===== src/rtl/line_buffer_sequencer.sv =====
// Frame sequencer between a pixel stream, a sliding-window line buffer and a window consumer.
// Optional delivered-window counter on win_count is built when LB_SEQ_WIN_COUNT_EN is defined.
module line_buffer_sequencer #(
   parameter int FILTER_SIZE = -1,
   parameter int IMAGE_SIZE  = -1,
   parameter int STRIDE      = -1
) (
   input  logic clk,
   input  logic rst,
   input  logic start,
   input  logic in_valid,
   output logic in_ready,
   output logic buf_en,
   input  logic win_valid,
   output logic out_valid,
   input  logic out_ready,
   output logic busy,
   output logic frame_done,
   output logic [$clog2(((IMAGE_SIZE - FILTER_SIZE) / STRIDE + 1) *
                        ((IMAGE_SIZE - FILTER_SIZE) / STRIDE + 1)):0] win_count
);

   localparam int OUT_DIM = (IMAGE_SIZE - FILTER_SIZE) / STRIDE + 1;
   localparam int TOTAL   = IMAGE_SIZE * IMAGE_SIZE;
   localparam int WIN_W   = $clog2(OUT_DIM * OUT_DIM) + 1;
   localparam int PIX_W   = $clog2(TOTAL + 1);
   localparam logic [PIX_W-1:0] LAST_PIX = PIX_W'(TOTAL - 1);

   typedef enum logic [1:0] {
      IDLE,
      RUN,
      DRAIN,
      DONE
   } state_t;

   state_t           state;
   logic [PIX_W-1:0] pix_cnt;
   logic             pending;
   logic             win_in;
   logic             win_take;

   // A pixel is only taken when the pending window slot is free or being emptied now,
   // so a window produced by this pixel always has somewhere to go.
   assign in_ready  = (state == RUN) && (!pending || out_ready);
   assign buf_en    = in_valid && in_ready;
   assign win_in    = buf_en && win_valid;
   assign win_take  = pending && out_ready;
   assign out_valid = pending;

   // NOTE: state is updated with non-blocking assignments and reset is sampled on the
   // clock edge, so every register here sees the same pre-edge values.
   always_ff @(posedge clk) begin
      if (rst) begin
         state      <= IDLE;
         pix_cnt    <= '0;
         busy       <= 1'b0;
         frame_done <= 1'b0;
      end else begin
         frame_done <= 1'b0;
         case (state)
            IDLE: begin
               if (start) begin
                  state   <= RUN;
                  pix_cnt <= '0;
                  busy    <= 1'b1;
               end
            end
            RUN: begin
               if (buf_en) begin
                  pix_cnt <= pix_cnt + 1'b1;
                  if (pix_cnt == LAST_PIX) begin
                     state <= DRAIN;
                  end
               end
            end
            DRAIN: begin
               if (!pending) begin
                  state      <= DONE;
                  frame_done <= 1'b1;
               end
            end
            DONE: begin
               state <= IDLE;
               busy  <= 1'b0;
            end
            default: begin
               state <= IDLE;
               busy  <= 1'b0;
            end
         endcase
      end
   end

   // A new window arriving while the old one is accepted keeps the slot full.
   always_ff @(posedge clk) begin
      if (rst) begin
         pending <= 1'b0;
      end else if (win_in) begin
         pending <= 1'b1;
      end else if (win_take) begin
         pending <= 1'b0;
      end
   end

`ifdef LB_SEQ_WIN_COUNT_EN
   logic [WIN_W-1:0] win_cnt;

   always_ff @(posedge clk) begin
      if (rst) begin
         win_cnt <= '0;
      end else if (state == IDLE && start) begin
         win_cnt <= '0;
      end else if (win_take) begin
         win_cnt <= win_cnt + 1'b1;
      end
   end

   assign win_count = win_cnt;
`else
   assign win_count = '0;
`endif

endmodule


===== config.mk =====
export PLATFORM = sky130hd
export DESIGN_NAME = line_buffer_sequencer
export DESIGN_NICKNAME = d
export VERILOG_FILES = /design/src/rtl/line_buffer_sequencer.sv
export SDC_FILE = /design/constraint.sdc
export NUM_CORES = 1
export LEC_CHECK = 0
export ABC_AREA = 1
export BUFFER_PORTS_ARGS = -buffer_cell sky130_fd_sc_hd__buf_4
export CORE_AREA = 5 5 42 44
export DETAILED_ROUTE_END_ITERATION = 16
export DIE_AREA = 0 0 47 49
export SYNTH_ARGS = -nofsm -noshare
export SYNTH_HDL_FRONTEND = slang
export SYNTH_SLANG_ARGS = --single-unit

===== constraint.sdc =====
create_clock -name clk -period 1.3 [get_ports clk]
set_input_delay 0.26 -clock clk [delete_from_list [all_inputs] [get_ports clk]]
set_output_delay 0.26 -clock clk [all_outputs]
set_load 0.01 [all_outputs]

# Word level (Yosys, flattened, before mapping)
# Index checks and enable logic that the tools add are counted.
[op_classes]
addsub = 1
mul = 0
div_mod_pow = 0
n_lt_le_gt_ge = 0
eq_ne = 7
n_shift = 0
muxes = 13
bitwise = 1
reduce_logical = 14
[op_table]
columns = ["operator", "count"]
rows = [
  ["two-way mux 2 bit", 4],
  ["inequality test 2 bit (second input constant)", 4],
  ["one-hot mux 2 bit (4 select lines)", 1],
  ["two-way mux 1 bit", 6],
  ["nonzero test 2 bit", 3],
  ["equality test 2 bit (second input constant)", 2],
  ["logical AND 1 bit", 4],
  ["one-hot mux 1 bit (2 select lines)", 2],
  ["AND reduction 4 bit", 1],
  ["AND reduction 3 bit", 1],
  ["equality test 2 x 1 -> 1 bit (second input constant)", 1],
  ["logical NOT 2 bit", 1],
  ["AND reduction 2 bit", 1],
  ["OR reduction 2 bit", 1],
  ["adder 1 bit (second input constant)", 1],
  ["logical NOT 1 bit", 1],
  ["logical OR 1 bit", 1],
  ["NOT 1 bit", 1],
]
[totals]
regBits = 6
latchBits = 0
mem_bits_rw = 0
romBits = 0
inputBits = 6
out_inout_bits = 6
wordCells = 41
mem_count = 0

# Longest topological paths before layout
# Gate-level depths: netlist (run 1).
[logic_depth]
depth_word = 6
depth_mapped = 9
mapped_depth_nobuf = 9

# Least setup slack after synthesis (run 1)
# Ideal clock, no wire load.
[synth_timing]
path_kind = "register to register"
startpoint = "register state[1]"
endpoint = "register state[0]"
setup_ns = 0.109
arrival_time_ns = 1.024
t_required_ns = 1.191
path_slack_ns = 0.167
path_stages_with_launch = 9
path_buffers = 0
period_less_slack_ns = 1.133
path_cell_list = "dfxtp_1 -> inv_1 -> ha_1 -> inv_2 -> o21bai_4 -> nand3_2 -> nand2_1 -> inv_2 -> nor2_2"
[synth_via]
elab_chain_cells = 5
elab_cells_between_ends = 12
cone_classes = "eq/ne (7); mux (1); reduce/logical (4)"
[synth_rtl]
columns = ["item", "line", "rtl"]
rows = [
  ["start: declaration", "36", "state_t state;"],
  ["start signal: assignment", "54", "state <= IDLE;"],
  ["start signal: assignment", "63", "state <= RUN;"],
  ["start signal: assignment", "72", "state <= DRAIN;"],
  ["equality test 2 x 1 -> 1 bit", "44, 60", ""],
  ["logical AND 1 bit", "44", "assign in_ready = (state == RUN) && (!pending || out_ready);"],
  ["logical AND 1 bit", "45", "assign buf_en = in_valid && in_ready;"],
  ["inequality test 2 bit (no line)", "-", ""],
  ["AND reduction 4 bit (no line)", "-", ""],
]
# Parallel ways exist; a longest one is shown, timed or not.
# A chain may end at the register's enable or synchronous reset.

# Worst setup path after layout (run 1)
[layout_timing]
startpoint = "register state[1]"
endpoint = "output port in_ready"
[layout_via]
elab_chain_cells = 2
[layout_rtl]
columns = ["item", "line", "rtl"]
rows = [
  ["equality test 2 x 1 -> 1 bit", "44", ""],
  ["logical AND 1 bit", "44", ""],
  ["end: declaration", "12", "output logic in_ready,"],
]
# No other way between the ends.

==> results of run 1 <==
==> per-layer routing <==
metal	track usage	vias to the layer above	share of wire
li1	-	210	-
met1	0.101	175	0.41
met2	0.156	12	0.51
met3	0.0295	2	0.063
met4	0.101	0	0.019
met5	0	-	0
==> power by group through the flow <==
stage / Sequential (uW) / Clock [uW] / Combinational, uW
after CTS: 298 / 179 / 717
final: 300 / 169 / 735
after detailed placement: 286 / 0 / 597
after global placement: 285 / 0 / 588
after global routing: 306 / 193 / 828
after floorplan: 287 / 0 / 441
==> final cells by class <==
class	instances	area, sq um	area share
well taps	16	20.0	0.0329
clock buffers	3	22.5	0.0370
repair buffers	14	109	0.179
inverters	13	53.8	0.0883
multi-input cells	38	282	0.462
flip-flops and latches	6	123	0.201
==> registers in the layout, summed over array words and instances, names as in the netlist <==
name	cells
frame_done	1
out_valid	1
state	2
busy	1
pix_cnt	1
==> cell families (layout without fill, tap and decap cells) <==
| family | Yosys count | in the layout | synth area share |
|---|---|---|---|
| and+or+nand+nor | 27 | 27 | 0.315 |
| buffers and inverters | 14 | 30 | 0.134 |
| DFF | 6 | 6 | 0.286 |
| adders and majority gates | 5 | 5 | 0.149 |
| AOI/OAI and AO/OA | 5 | 5 | 0.107 |
| other | 1 | 1 | 0.00892 |
==> cell usage in the layout, fill, tap and decap left out <==
cell type  Yosys  routed
nand2_1       13      13
buf_4          1      13
inv_1          7       6
inv_2          6       5
dfxtp_1        6       4
nor2_2         3       3
nor2_1         4       3
clkbuf_4       0       3
inv_4          0       2
nand2_2        2       2
nand3_2        2       2
nand4_1        2       2
a21oi_1        2       2
ha_1           5       2
ha_2           0       2
dfxtp_2        0       2
nor2_4         0       1
nand3_4        0       1
o21bai_4       1       1
a21oi_2        1       1
a211oi_1       1       1
ha_4           0       1
conb_1         1       1
buf_6          0       1
==> what timing repair did <==
action                     CTS  global route
pin swaps                    3             1
buffers inserted             4             0
cloned                       0             0
setup endpoints to repair    2             6
gates resized for setup     11             3
==> critical path: stages, from the launching register on <==
cell     delay, ps
dfxtp_2        350
inv_4           50
ha_4           170
inv_4           60
nor2_2          30
buf_4          130
==> worst max-delay path by stage <==
stage	depth (start not counted)	slack, ps	endpoint	start
floorplan	8	170	state[0]	state[1]
global placement	9	50	state[0]	state[0]
detailed placement	9	40	state[0]	state[0]
CTS	5	1	in_ready	state[1]
global route	5	-60	buf_en	state[1]
finish	5	-2	in_ready	state[1]
==> stage by stage <==
step                setup WS, ps   util  hold WS (ps)  power, uW  std cells
floorplan                    167      -           322        728         58
global placement            45.8  0.363           470        873         83
detailed placement          40.3  0.363           470        883         83
CTS                         1.15  0.428           209       1190         90
global route               -58.2  0.435           218       1330         90
finish                     -2.09  0.435           215       1200         90
==> flow_summary.ini, run 1 <==
[timing]
finalHoldViolCount = 0
grt_setup_unrepaired = true
finalMaxSlewViolations = 0
setup_viol = 1
timing.fmax_mhz = 768
fin_tns_setup_ps = -2.09
finalCritPeriodShare = 1.00
clock_skew_ps = 2.89
finalWorstSetupSlack_ps = -2.09
fin_crit_ps = 1300

[place]
gp_congestion = 0.793
dpl.hpwl_microns = 683
place_area_sq_um = 508
portBuffers = 10

[pwr]
p_leak_uw = 0.000306
internal-power_uw = 702
seqPwrFrac = 0.249
pwr-share-comb = 0.611
ir_worst_vdd_uv = 645
p_sw_uw = 501
swShare = 0.417
clockPowerShare = 0.140
power_density_nw_per_um2 = 1970

[clocking]
cts.sinks = 6
numCtsBuffers = 3
cts_buffer_depth = 2
clk_pin_slew_worst_paths_ps = 40
root_buffer = clkbuf_4
cts_tree = yes
clock_latency_ps = 240
cts_hold_buf = 0
htree_levels = 1

[logic_synthesis]
synth_area_per_cell_sq_um = 7.25
yosysUniqueCellTypes = 17
yosys-top-cells-count = 13 x nand2_1, 7 x inv_1, 6 x dfxtp_1, 6 x inv_2, 5 x ha_1
async_flop_share = 0
synth_cells = 58
synth.most_common_cell = nand2_1
synth_edf_count = 0
yosys_register_bits = 6
netlist.area_leader.share = 0.286
yosysWarnings = 0
yosysSeqAreaShare = 0.286
ys.flop_type = dfxtp_1
ys_top_cells_by_area = dfxtp_1 29%, ha_1 15%, nand2_1 12%
synth_fp_nets = 69
yosys.area.top_type = dfxtp_1
syn_area_sq_um = 420

[critical_path]
crit_type = reg -> out
critPathRequiredTime_ps = 1040
cp_max_fo = 4
worst_r2r_path_depth = 9
cp.arrival_ps = 1040
end_kind = output port
ff2ff_setup_slack_ps = 90
r2r_start = state[0]
rr_endpoint = state[0]
critPathLaunchType = flip-flop

[global_routing]
antenna_found_initial = 0
grt_pass1_vias = 396
grt_pass1_wl_microns = 1610
overflow = 0
grt_usage = 0.102
grt_max_degree = 7

[route]
dr.pass1.iters = 4
drt-initial-drc-count = 5
wire_per_inst_microns = 9.91
vias = 399
drt_wl_total_microns = 892
post-route-drc-count = 0
vias_per_cell = 4.43
postRouteAntennaNets = 0

[outcome]
violations = negative setup slack
status = finished, violations left

[floorplan]
fp.dieH_microns = 49
placementRows = 14
start_util = 0.300
die_area_sq_um = 2300
die_x_microns = 47
top_level_ports = 12
core_sq_um = 1400

[hold_path]
hold_path_depth = 2
min_from = rst
hold_class = in -> reg
worstHoldEndpoint = pix_cnt

[final_layout]
antenna_cells = 0
fillers = 153
drive_gt1_frac = 0.541
syn2layout_area_growth_pct = 44.9
design_area_sq_um = 609
nets = 87

[job]
cap_violations = 0
No activity file was read; power rests on OpenSTA's default activity.
==> run 2: changes to the inputs <==
Settings changed: BUFFER_PORTS_ARGS -buffer_cell sky130_fd_sc_hd__buf_4 to -buffer_cell sky130_fd_sc_hd__buf_2, MAX_ROUTING_LAYER set to met4.
==> run 2 against run 1 <==
Against the previous run: the run now ends clean; utilization fell by 3.9 points; critical path depth did not move; wire length fell by 6.6%; fmax rose by 0.45%; worst hold slack improved by 25 ps; count of clock-buffer cells in the layout did not move; critical endpoint is now buf_en; worst setup slack improved by 5.8 ps; combinational power fell by 11%; global-route usage fell by 1.1 points; register-to-register slack improved by 20 ps; sequential share of layout area rose by 2.0 points.
==> flow_summary.ini, run 2 (synthesis gave the netlist of run 1 again) <==
[hold_path]
hold_path_depth = 2
min_from = rst
hold_class = in -> reg
worstHoldEndpoint = pix_cnt

[final_layout]
top_register = state
fillers = 153
design_area_sq_um = 554
layout_commonest_cell = nand2_1
largest_reg_flops = 2
regArea_sq_um = 123
final_core_util = 0.396
drive_gt1_frac = 0.528
multi_input_area_sq_um = 269
syn2layout_area_growth_pct = 31.8
antenna_cells = 0
nets = 85
final_cell_mix = 13 x nand2_1, 9 x buf_2, 8 x inv_2

[clocking]
clk_pin_slew_worst_paths_ps = 40
cts_tree = yes
cts_buffer_depth = 2
cts.sinks = 6
numCtsBuffers = 3
htree_levels = 1
root_buffer = clkbuf_4
clock_latency_ps = 240

[critical_path]
critPathLaunchType = flip-flop
ff2ff_setup_slack_ps = 110
critPathBufInv = 3
cp_max_fo = 3
cpMostUsedCell = inv_2
cp.arrival_ps = 1040
critPathRequiredTime_ps = 1040
end_kind = output port
cp_top_family = flip-flops
cpPeakStageDelay_ps = 320
r2r_start = state[1]
worst_r2r_path_depth = 8
crit_type = reg -> out
cp_slowest_cell = dfxtp_2
rr_endpoint = state[1]
worstPathCellList = inv_2, ha_4, nand3_2, inv_2, buf_6

[route]
postRouteAntennaNets = 0
post-route-drc-count = 0
vias_per_cell = 4.38
wire_per_inst_microns = 9.47
drt-initial-drc-count = 2
vias = 385
dr.pass1.iters = 2
drt_wl_total_microns = 833

[floorplan]
start_util = 0.300
top_level_ports = 12
die_area_sq_um = 2300
die_x_microns = 47
fp.dieH_microns = 49
placementRows = 14
core_sq_um = 1400

[timing]
fin_crit_ps = 1300
clock_skew_ps = 0.751
finalHoldViolCount = 0
timing.fmax_mhz = 771
setup_viol = 0
grt_setup_unrepaired = true
finalMaxSlewViolations = 0
finalCritPeriodShare = 0.997

[job]
cap_violations = 0

[pwr]
p_leak_uw = 0.000288
ir_worst_vdd_uv = 626
power_density_nw_per_um2 = 2020

[global_routing]
use_met1 = 0.103
grt_busiest_layer = met2
grt_usage = 0.0910
antenna_found_initial = 0
grt_max_degree = 7
grt_pass1_wl_microns = 1450
grtUsageMet2 = 0.131
grtUsageMet3 = 0.0221
overflow = 0
grt_pass1_vias = 349

[place]
portBuffers = 10
gp_congestion = 0.786
place_area_sq_um = 483
dpl.hpwl_microns = 653

[outcome]
status = finished, final reports clean
## run 2: cell count changes in the layout (fill, tap and decap cells not counted), sizes merged
cell / before / now
buf: 14 / 12
## run 2: routing by layer
layer | up-vias | share of wire
met5 | - | 0
met4 | 0 | 0.023
met3 | 2 | 0.049
met2 | 6 | 0.52
met1 | 174 | 0.40
li1 | 203 | -
## run 2: final cells by class
type	count	share of cell area
sequential	6	0.221
timing repair buffer	12	0.129
multi-input combinational	38	0.485
clock buffer	3	0.0406
tap	16	0.0361
inverter	13	0.0880
## run 2: report_power, final
part	switching, uW	internal (uW)
clock network	66.8	104
logic	360	292
registers	46.3	249
total	473	645
## run 2: worst reg2reg max path, delay by kind of cell (launching register included)
family,cells,cell delay (ps)
fa+ha+maj,1,190
buf+inv,3,220
flops,1,330
simple gates,4,380
## run 2: worst max path at each step
stage	start	to	slack (ps)	cells after the start
3_5_place_dp	state[1]	state[1]	60	9
3_3_place_gp	state[1]	state[0]	50	8
6_report	state[1]	buf_en	4	5
2_1_floorplan	state[1]	state[0]	170	8
5_1_grt	state[1]	in_ready	-40	5
4_1_cts	state[1]	in_ready	0.3	5
## run 2: through the flow
step                total power, uW  setup slack [ps]  std cells  setup TNS, ps  hold slack (ps)
floorplan                       728               167         58              0              322
global placement                851              48.6         83              0              479
detailed placement              854              61.5         83              0              483
CTS                            1110             0.258         88              0              237
global route                   1240             -42.2         88          -90.2              247
finish                         1120              3.74         88              0              240
## run 2: timing repair
action	in CTS	in global routing
pin swaps	0	1
setup buffers	2	0
gates resized for setup	6	5
setup endpoints to repair	2	4
endpoints found under the hold margin	0	0
hold buffers	0	0
==> run 3: changes to the inputs <==
Settings changed: ABC_AREA 1 to unset.
==> run 3 against run 2 <==
Against the previous run: the run now ends with negative setup slack left; worst hold slack improved by 3.3 ps; register-to-register slack got worse by 170 ps; non-clock buffer count rose by 11; sequential power rose by 7.8%; global-route usage rose by 1.0 points; sequential cell count did not move; via count rose by 0.52%; first-iteration DRC count did not move; sequential share of layout area fell by 2.3 points; combinational power rose by 45%.
==> flow_summary.ini, run 3 <==
[place]
place_inst = 72
gp_congestion = 0.657
portBuffers = 10
dpl.hpwl_microns = 637
place_ws_ps = -15.1

[pwr]
p_leak_uw = 0.000308
power_density_nw_per_um2 = 2280
p_sw_uw = 522
clockPowerShare = 0.125
seqPwrFrac = 0.221
swShare = 0.362
internal-power_uw = 919
ir_worst_vdd_uv = 900
pwr-share-comb = 0.654

[clocking]
cts_buffer_depth = 2
clk_pin_slew_worst_paths_ps = 50
root_buffer = clkbuf_4
htree_levels = 1
cts_tree = yes
numCtsBuffers = 3
clock_latency_ps = 250
cts_hold_buf = 0
cts.sinks = 6

[floorplan]
top_level_ports = 12
die_area_sq_um = 2300
start_util = 0.262
fp.dieH_microns = 49
die_x_microns = 47
placementRows = 14
core_sq_um = 1400

[timing]
finalCritPeriodShare = 1.04
fin_tns_setup_ps = -71.9
finalHoldViolCount = 0
timing.fmax_mhz = 737
setup_viol = 3
clock_skew_ps = 2.84
fin_crit_ps = 1360
grt_setup_unrepaired = true
finalMaxSlewViolations = 0
finalWorstSetupSlack_ps = -57.7

[critical_path]
cp_slowest_cell = dfxtp_4
critPathRequiredTime_ps = 1440
cpPeakStageDelay_ps = 380
critPathLaunchType = flip-flop
end_kind = flip-flop
cp_max_fo = 3
critPathBufInv = 1
crit_type = reg -> reg
worstPathCellList = inv_4, ha_2, nor2b_4, a2111o_1, o211a_1
cp_top_family = compound AO/OA/AOI/OAI gates
cp.arrival_ps = 1490

[route]
drt-initial-drc-count = 2
post-route-drc-count = 0
wire_per_inst_microns = 11.6
postRouteAntennaNets = 0
vias = 387
vias_per_cell = 4.72
dr.pass1.iters = 2
drt_wl_total_microns = 950

[final_layout]
final_cells = 82
final_cell_mix = 12 x buf_4, 8 x buf_2, 4 x a21oi_1, 4 x dfxtp_1
syn2layout_area_growth_pct = 72.4
fillers = 147
top_register = state
antenna_cells = 0
nets = 79
drive_gt1_frac = 0.606
layout_commonest_cell = buf_4
largest_reg_flops = 2
multi_input_area_sq_um = 279
regArea_sq_um = 125

[logic_synthesis]
synth_cells = 41
async_flop_share = 0
synth_edf_count = 0
yosysWarnings = 0
yosys.area.top_type = dfxtp_1
synth.most_common_cell = dfxtp_1
yosysSeqAreaShare = 0.328
yosys_register_bits = 6
syn_area_sq_um = 367
ys.flop_type = dfxtp_1
yosys-top-cells-count = 6 x dfxtp_1, 5 x ha_1, 5 x inv_1, 4 x a21oi_1, 3 x nand2_1
synth_fp_nets = 52
yosysUniqueCellTypes = 22
ys_top_cells_by_area = dfxtp_1 33%, ha_1 17%, a21oi_1 5.5%
synth_area_per_cell_sq_um = 8.94
netlist.area_leader.share = 0.328

[outcome]
status = finished, violations left
violations = negative setup slack

[job]
cap_violations = 0

[global_routing]
grt_max_degree = 6
overflow = 0
grt_usage = 0.101
grt_pass1_vias = 379
antenna_found_initial = 0
grt_pass1_wl_microns = 1610

[hold_path]
hold_class = in -> reg
## run 3: per-stage QoR
stage / utilization / hold slack, ps / power, uW / area, sq um
floorplan: - / 329 / 683 / 379
global placement: 0.347 / 467 / 917 / 487
detailed placement: 0.347 / 469 / 922 / 487
CTS: 0.425 / 244 / 1340 / 596
global route: 0.451 / 252 / 1560 / 632
finish: 0.451 / 244 / 1440 / 632
## run 3: worst paths after layout
kind	startpoint	endpoint	slack (ps)	cells after the start
max reg2reg	state[0]	state[0]	-60	5
min	rst	pix_cnt	240	2
max	state[0]	state[0]	-60	5
min reg2reg	busy	busy	490	2
## run 3: cell families after synthesis
logic type | after synthesis | share of synthesized area
flops | 6 | 0.328
mux | 1 | 0.0273
other cells | 1 | 0.0102
simple gates | 13 | 0.201
compound gates | 9 | 0.191
buf+inv | 6 | 0.0717
fa+ha+maj | 5 | 0.171
## run 3: final cells by class
| cell class | count | share of cell area |
|---|---|---|
| clock buffer | 3 | 0.0356 |
| sequential | 6 | 0.198 |
| tap | 16 | 0.0317 |
| timing repair buffer | 23 | 0.259 |
| inverter | 5 | 0.0337 |
| multi-input combinational | 29 | 0.442 |
## run 3: worst register-to-register path, cell delays in order (launching register included)
cell,delay [ps]
dfxtp_4,380
inv_4,50
ha_2,180
nor2b_4,140
a2111o_1,380
o211a_1,130
## run 3: power by group through the flow
stage	clock network (uW)	registers (uW)	logic, uW
final	180	318	943
after global routing	198	333	1030
after CTS	185	299	857
after detailed placement	0	297	624
after global placement	0	296	621
after floorplan	0	311	372
## run 3: layer usage
| layer | routed length, microns | GRT usage | up-vias |
|---|---|---|---|
| met2 | 481 | 0.143 | 12 |
| met3 | 56 | 0.0369 | 8 |
| met1 | 354 | 0.110 | 176 |
| met5 | 0 | - | - |
| met4 | 58 | 0.0783 | 0 |
| li1 | - | - | 191 |
## run 3: what timing repair did
action,CTS,global route
setup buffers,6,1
pin swaps,3,5
resized for setup,10,6
endpoints found under the setup margin,3,5
